`src/rtl/cdb_rr_arbiter.sv`:
```
// Common Data Bus round-robin arbiter.
// Grants one execution-unit result per cycle, scanning from a rotating
// pointer, and holds the registered winner on the CDB until the ROB accepts it.
// Build option: define LEN5_CDB_SKID_EN for a 2-entry output FIFO, which
// removes the combinational path from rob_ready_i to eu_ready_o. When it is
// left undefined, a single output register is used.

package cdb_rr_arbiter_pkg;
    localparam int unsigned MAX_EU_N  = 9;
    localparam int unsigned ROB_IDX_W = 6;
    localparam int unsigned VALUE_W   = 32;
    localparam int unsigned EXCEPT_W  = 6;

    typedef struct packed {
        logic [ROB_IDX_W-1:0] rob_idx;
        logic [VALUE_W-1:0]   res_value;
        logic                 except_raised;
        logic [EXCEPT_W-1:0]  except_code;
    } cdb_data_t;
endpackage

module cdb_rr_arbiter
    import cdb_rr_arbiter_pkg::*;
#(
    parameter int unsigned EU_N = MAX_EU_N
) (
    input  logic            clk_i,
    input  logic            rst_i,
    input  logic            flush_i,
    input  logic [EU_N-1:0] eu_valid_i,
    output logic [EU_N-1:0] eu_ready_o,
    input  cdb_data_t       eu_data_i [EU_N],
    input  logic            rob_ready_i,
    output logic            cdb_valid_o,
    output cdb_data_t       cdb_data_o
);

    localparam int unsigned PTR_W = (EU_N > 1) ? $clog2(EU_N) : 1;
    localparam logic [PTR_W-1:0] LAST_IDX = PTR_W'(EU_N - 1);

    logic [PTR_W-1:0] ptr_q;
    logic [PTR_W-1:0] win_c;
    logic             found_c;
    logic             space_c;
    logic             grant_c;
    int unsigned      scan_idx;

    // Find the first requester at or after the pointer, wrapping explicitly.
    always_comb begin
        found_c  = 1'b0;
        win_c    = '0;
        scan_idx = 0;
        for (int unsigned i = 0; i < EU_N; i++) begin
            scan_idx = 32'(ptr_q) + i;
            if (scan_idx >= EU_N) begin
                scan_idx = scan_idx - EU_N;
            end
            if (!found_c && eu_valid_i[PTR_W'(scan_idx)]) begin
                found_c = 1'b1;
                win_c   = PTR_W'(scan_idx);
            end
        end
    end

    // A grant is a transfer: the winner's valid is high by construction.
    always_comb begin
        grant_c    = space_c && !flush_i && !rst_i && found_c;
        eu_ready_o = grant_c ? (EU_N'(1) << win_c) : '0;
    end

    // Pointer advances past the winner on a transfer; flush leaves it alone.
    always_ff @(posedge clk_i) begin
        if (rst_i) begin
            ptr_q <= '0;
        end else if (grant_c) begin
            ptr_q <= (win_c == LAST_IDX) ? '0 : win_c + PTR_W'(1);
        end
    end

`ifdef LEN5_CDB_SKID_EN

    cdb_data_t  fifo_q [2];
    logic       wr_ptr_q;
    logic       rd_ptr_q;
    logic [1:0] count_q;
    logic       pop_c;

    // Space comes only from the registered count, never from rob_ready_i.
    always_comb begin
        space_c = (count_q < 2'd2);
        pop_c   = (count_q != 2'd0) && rob_ready_i;
    end

    // Two-entry FIFO; the head drives the CDB.
    always_ff @(posedge clk_i) begin
        if (rst_i) begin
            fifo_q[0] <= '0;
            fifo_q[1] <= '0;
            wr_ptr_q  <= 1'b0;
            rd_ptr_q  <= 1'b0;
            count_q   <= 2'd0;
        end else if (flush_i) begin
            wr_ptr_q  <= 1'b0;
            rd_ptr_q  <= 1'b0;
            count_q   <= 2'd0;
        end else begin
            if (grant_c) begin
                fifo_q[wr_ptr_q] <= eu_data_i[win_c];
                wr_ptr_q         <= ~wr_ptr_q;
            end
            if (pop_c) begin
                rd_ptr_q <= ~rd_ptr_q;
            end
            count_q <= count_q + {1'b0, grant_c} - {1'b0, pop_c};
        end
    end

    always_comb begin
        cdb_valid_o = (count_q != 2'd0);
        cdb_data_o  = fifo_q[rd_ptr_q];
    end

`else

    logic      out_valid_q;
    cdb_data_t out_data_q;

    // The slot is free if empty or being drained this cycle.
    always_comb begin
        space_c = !out_valid_q || rob_ready_i;
    end

    // Single output register that holds its value until the ROB accepts it.
    always_ff @(posedge clk_i) begin
        if (rst_i) begin
            out_valid_q <= 1'b0;
            out_data_q  <= '0;
        end else if (flush_i) begin
            out_valid_q <= 1'b0;
        end else if (grant_c) begin
            out_valid_q <= 1'b1;
            out_data_q  <= eu_data_i[win_c];
        end else if (rob_ready_i) begin
            out_valid_q <= 1'b0;
        end
    end

    always_comb begin
        cdb_valid_o = out_valid_q;
        cdb_data_o  = out_data_q;
    end

`endif

endmodule

```
`config.mk`:
```
export PLATFORM = sky130hd
export DESIGN_NAME = cdb_rr_arbiter
export DESIGN_NICKNAME = d
export VERILOG_FILES = /design/src/rtl/cdb_rr_arbiter.sv
export SDC_FILE = /design/constraint.sdc
export NUM_CORES = 1
export LEC_CHECK = 0
export BUFFER_PORTS_ARGS = -buffer_cell sky130_fd_sc_hd__buf_2
export CAP_MARGIN = 20
export CORE_ASPECT_RATIO = 0.5
export CORE_MARGIN = 1.5
export CORE_UTILIZATION = 26
export CTS_BUF_LIST = sky130_fd_sc_hd__clkbuf_16
export CTS_CLUSTER_DIAMETER = 200
export CTS_CLUSTER_SIZE = 24
export DETAILED_ROUTE_END_ITERATION = 8
export SLEW_MARGIN = 20
export SYNTH_ARGS = -nofsm -noshare
export SYNTH_HDL_FRONTEND = slang
export SYNTH_SLANG_ARGS = --single-unit
```
`constraint.sdc`:
```
create_clock -name clk_i -period 10.64 [get_ports clk_i]
set_input_delay 1.596 -clock clk_i [delete_from_list [all_inputs] [get_ports clk_i]]
set_output_delay 1.596 -clock clk_i [all_outputs]
set_load 0.01 [all_outputs]
```
==> impl_results.html <==
<table>
<tr><th>Metric</th><th>Value</th></tr>
<tr><th colspan="2">Power and ir drop</th></tr>
<tr><td>Combinational fraction of design power</td><td>0.894</td></tr>
<tr><td>Leakage power of the design</td><td>around 5 nW</td></tr>
<tr><td>Fraction of power consumed by the clock network</td><td>0.040</td></tr>
<tr><td>Net switching power of the design</td><td>around 2.7 mW</td></tr>
<tr><td>Areal power density over the cells</td><td>405 mW/mm^2</td></tr>
<tr><td>P_int</td><td>between 2 and 2.5 mW</td></tr>
<tr><td>Sequential share of power</td><td>0.066</td></tr>
<tr><td>Switching portion of total power</td><td>0.568</td></tr>
<tr><td>Peak ir drop on the vdd network</td><td>approximately 0.33 mV</td></tr>
<tr><th colspan="2">Timing</th></tr>
<tr><td>Pins over their slew limit</td><td>0</td></tr>
<tr><td>Hold Fails Final Rpt</td><td>0</td></tr>
<tr><td>Least-Margin Pin Slew</td><td>between 0.9 and 1 ns</td></tr>
<tr><td>Final-layout setup total negative slack</td><td>0 ns</td></tr>
<tr><td>Period utilization</td><td>0.786</td></tr>
<tr><td>Relative max-transition margin</td><td>0.325</td></tr>
<tr><td>Hold slack</td><td>approximately 0.53 ns</td></tr>
<tr><td>Final critical-path required period</td><td>between 8 and 9 ns</td></tr>
<tr><td>Total setup violations reported at the end of the flow</td><td>0</td></tr>
<tr><td>RSZ-0062 raised after global routing</td><td>no</td></tr>
<tr><td>Maximum clock rate</td><td>approximately 120 MHz</td></tr>
<tr><td>Largest clock skew in the final design</td><td>around 0.013 ns</td></tr>
<tr><th colspan="2">Drt</th></tr>
<tr><td>Vias</td><td>between 10000 and 15000</td></tr>
<tr><td>Vias per std cell</td><td>about 5.6</td></tr>
<tr><td>Number of nets with antenna violations after detailed routing</td><td>0</td></tr>
<tr><td>Count of routing violations after the opening detailed-route iteration</td><td>approximately 1300</td></tr>
<tr><td>Drt pass-1 iters</td><td>6</td></tr>
<tr><td>Detailed-route wire length</td><td>around 42000 um</td></tr>
<tr><td>Average routed wire per standard cell</td><td>between 20 and 25 um</td></tr>
<tr><td>Number of design rule violations left after detail routing</td><td>0</td></tr>
<tr><th colspan="2">Clocking</th></tr>
<tr><td>Post-CTS setup repair buffer count</td><td>0</td></tr>
<tr><td>PostCTS Resize Cnt</td><td>0</td></tr>
<tr><td>Worst-Skew Late Latency</td><td>approximately 0.30 ns</td></tr>
<tr><td>Number of levels in the clock H-tree</td><td>2</td></tr>
<tr><td>TritonCTS clock tree</td><td>done</td></tr>
<tr><td>Root buffer cell</td><td>sky130_fd_sc_hd__clkbuf_16</td></tr>
<tr><td>Number of buffers inserted during clock tree synthesis</td><td>5</td></tr>
<tr><td>Sinks on the clock net</td><td>50</td></tr>
<tr><td>Hold_buf cts</td><td>0</td></tr>
<tr><td>Buffer levels on the longest clock path</td><td>2</td></tr>
<tr><td>Worst-path clk slew</td><td>0.07 ns</td></tr>
<tr><th colspan="2">Flow run</th></tr>
<tr><td>Max-Cap Viols</td><td>0</td></tr>
<tr><th colspan="2">Yosys</th></tr>
<tr><td>Dominant cell by count in the synthesized netlist</td><td>sky130_fd_sc_hd__o211ai_1</td></tr>
<tr><td>Average cell area after synthesis</td><td>approximately 7.6 um^2</td></tr>
<tr><td>Cell types with the highest counts after synthesis</td><td>sky130_fd_sc_hd__o211ai_1, sky130_fd_sc_hd__nand2_1, sky130_fd_sc_hd__mux2i_1, sky130_fd_sc_hd__mux2_2, sky130_fd_sc_hd__nor2_1</td></tr>
<tr><td>Net count after synthesis</td><td>1638</td></tr>
<tr><td>Cells after Synth</td><td>about 1200</td></tr>
<tr><td>Flop and latch count out of synthesis</td><td>50</td></tr>
<tr><td>Library cell occupying the most area in the post-synthesis netlist</td><td>sky130_fd_sc_hd__mux2i_1</td></tr>
<tr><td>Most area-consuming cells after synthesis</td><td>sky130_fd_sc_hd__mux2i_1, sky130_fd_sc_hd__o211ai_1, sky130_fd_sc_hd__dfxtp_1</td></tr>
<tr><td>Area share of the largest cell type after synthesis</td><td>0.123</td></tr>
<tr><td>Share of synthesized area occupied by flip-flops and latches</td><td>0.110</td></tr>
<tr><td>Synth warn</td><td>0</td></tr>
<tr><td>Distinct cell type count of the synthesized netlist</td><td>88</td></tr>
<tr><td>Post-Synthesis Cell Area</td><td>just over 0.009 mm^2</td></tr>
<tr><td>Most used flip-flop cell after synthesis</td><td>sky130_fd_sc_hd__dfxtp_1</td></tr>
<tr><td>Async SR Flop Fraction</td><td>0</td></tr>
<tr><td>EDFF count, synth</td><td>0</td></tr>
<tr><th colspan="2">Floorplan</th></tr>
<tr><td>Initial standard-cell utilization of the core</td><td>0.264</td></tr>
<tr><td>Die boundary height</td><td>136 um</td></tr>
<tr><td>Die ar.</td><td>about 0.036 mm^2</td></tr>
<tr><td>Total number of placement rows</td><td>48</td></tr>
<tr><td>IO Count</td><td>roughly 470</td></tr>
<tr><td>Core area</td><td>~0.035 mm^2</td></tr>
<tr><td>Horizontal extent of the die</td><td>between 200 and 300 um</td></tr>
<tr><th colspan="2">Critical path</th></tr>
<tr><td>Worst path slowest cell</td><td>sky130_fd_sc_hd__a2111oi_1</td></tr>
<tr><td>Slowest stage delay, CP</td><td>about 0.84 ns</td></tr>
<tr><td>Critical path capture point type</td><td>output pin</td></tr>
<tr><td>Req. time, crit path</td><td>between 9 and 10 ns</td></tr>
<tr><td>Ordered list of cells on the worst path</td><td>inv_1, buf_4, ha_1, buf_4, inv_1, o311a_1, nand2_1, mux2i_1, a2111oi_1, nand4bb_1, or4_1, nor2_2, a21oi_1, and2_0, a22o_2, buf_4, and3_1, buf_2</td></tr>
<tr><td>Critical Path Fanout Max</td><td>34</td></tr>
<tr><td>Worst Path Buf+Inv</td><td>6</td></tr>
<tr><td>Cell occurring most often along the worst timing path</td><td>sky130_fd_sc_hd__buf_4</td></tr>
<tr><td>WP depth</td><td>18</td></tr>
<tr><td>CP top delay family</td><td>compound AO/OA/AOI/OAI gates</td></tr>
<tr><td>Number of cells on the worst reg-to-reg path</td><td>17</td></tr>
<tr><td>Type of the worst setup path</td><td>register to output pin</td></tr>
<tr><td>Category of the worst setup path launch point</td><td>register</td></tr>
<tr><td>Signal arrival time at the worst endpoint</td><td>around 6.8 ns</td></tr>
<tr><th colspan="2">Global routing</th></tr>
<tr><td>Global-route wire length before repair</td><td>roughly 62000 um</td></tr>
<tr><td>Number of antenna violations at the first check in global routing</td><td>6</td></tr>
<tr><td>GRT Resource Usage Total</td><td>0.219</td></tr>
<tr><td>Pin count of the biggest net entering global routing</td><td>95</td></tr>
<tr><td>Number of global-route vias before repair</td><td>~11000</td></tr>
<tr><td>Total overflow reported by the global router</td><td>0</td></tr>
<tr><th colspan="2">Place</th></tr>
<tr><td>Post-detail-place hpwl</td><td>32500 um</td></tr>
<tr><td>Number of buffer cells added on primary ports</td><td>472</td></tr>
<tr><td>RD Place Congestion</td><td>slightly below 1</td></tr>
<tr><th colspan="2">Cells and area</th></tr>
<tr><td>Area Overhead vs Synth</td><td>30.0%</td></tr>
<tr><td>Multi-input combinational cell area</td><td>roughly 0.0076 mm^2</td></tr>
<tr><td>Final net count</td><td>2020</td></tr>
<tr><td>Filler cells</td><td>about 3700</td></tr>
<tr><td>Seq. cell area</td><td>0.00100 mm^2</td></tr>
<tr><td>Share of layout cells above drive strength 1</td><td>0.390</td></tr>
<tr><th colspan="2">Worst hold path</th></tr>
<tr><td>Number of instances on the worst hold path</td><td>2</td></tr>
<tr><td>Min-Delay Path Class</td><td>register to register</td></tr>
<tr><th colspan="2">Run status</th></tr>
<tr><td>Run status</td><td>completed</td></tr>
</table>
## power by group through the flow
stage                     logic, mW  registers, mW  clock network, mW
final                          4.30          0.317              0.191
after global routing           4.66          0.323              0.204
after CTS                      4.24          0.314              0.200
after detailed placement       4.23          0.318                  0
after global placement         4.24          0.317                  0
after floorplan                3.39          0.324                  0
## worst register-to-register path: stages (launching register included)
cell	delay, ns
sky130_fd_sc_hd__dfxtp_2	0.75
sky130_fd_sc_hd__inv_1	0.11
sky130_fd_sc_hd__buf_4	0.26
sky130_fd_sc_hd__ha_1	0.33
sky130_fd_sc_hd__buf_4	0.35
sky130_fd_sc_hd__inv_1	0.28
sky130_fd_sc_hd__o311a_1	0.44
sky130_fd_sc_hd__nand2_1	0.18
sky130_fd_sc_hd__mux2i_1	0.11
sky130_fd_sc_hd__a2111oi_1	0.84
sky130_fd_sc_hd__nand4bb_1	0.39
sky130_fd_sc_hd__or4_1	0.40
sky130_fd_sc_hd__a211oi_1	0.14
sky130_fd_sc_hd__o221ai_4	0.74
sky130_fd_sc_hd__buf_4	0.80
sky130_fd_sc_hd__mux2_2	0.44
sky130_fd_sc_hd__o211ai_1	0.46
sky130_fd_sc_hd__o211ai_1	0.15
## final timing paths
check                                start                           to  slack [ns]
setup / recovery     ptr_q[0]$_SDFFE_PP0P_                eu_ready_o[6]        2.27
hold / removal    cdb_valid_o$_SDFFE_PP0P_     cdb_valid_o$_SDFFE_PP0P_        0.53
setup reg to reg     ptr_q[0]$_SDFFE_PP0P_  cdb_data_o[40]$_SDFFE_PP0P_        3.34
hold reg to reg   cdb_valid_o$_SDFFE_PP0P_     cdb_valid_o$_SDFFE_PP0P_        0.53
## placed cells by master, fill, tap and decap left out, drive strengths merged, types with 7 or more instances in the layout
cell type	count
a211oi	12
a21o	10
a21oi	47
a22oi	53
a311oi	7
a31oi	14
a32oi	8
and3	8
buf	489
dfxtp	50
ha	24
inv	17
mux2	98
mux2i	112
nand2	145
nand2b	17
nand3	21
nand4	7
nor2	60
nor2b	9
nor3	22
nor4	10
o2111ai	10
o211ai	148
o21ai	36
o311ai	8
or2	9
or3	8
xnor2	17
## area by class of cell
| cell class | instances | area share |
|---|---|---|
| multi-input cells | 1014 | 0.636 |
| repair buffers | 489 | 0.210 |
| flip-flops and latches | 50 | 0.0844 |
| well taps | 475 | 0.0500 |
| clock buffers | 5 | 0.0105 |
| inverters | 18 | 0.00569 |
| clock inverters | 3 | 0.00337 |
| diodes | 1 | 0.000211 |
## cells by family after synthesis
kind of cell,synth area share
XOR/XNOR,0.0208
adder cells (fa/ha/maj),0.0329
AO/OA/AOI/OAI,0.332
multiplexers,0.258
flip-flops,0.110
AND/OR/NAND/NOR,0.179
buffers and inverters,0.0676
## metrics by stage
step	cell area [um^2]	cells	setup slack, ns	total power, mW	utilization
final	11900	2055	2.27	4.81	0.344
after global routing	11900	2054	1.92	5.19	0.344
after CTS	11900	2054	2.32	4.76	0.344
after detailed placement	11700	2046	2.68	4.55	0.339
after global placement	11700	2046	2.80	4.56	0.339
after floorplan	9130	1196	3.82	3.72	-
## layer usage
layer,vias up,track usage,part of all wire
met5,-,0,0.00089
met4,6,0.0562,0.022
met3,73,0.0414,0.081
met2,593,0.343,0.46
met1,5362,0.305,0.44
li1,5401,-,-
## sequential cells by signal, indices dropped and copies added (netlist names)
name         cells
cdb_data_o      45
cdb_valid_o      1
ptr_q            4
Power figures use the tool's default switching activity.
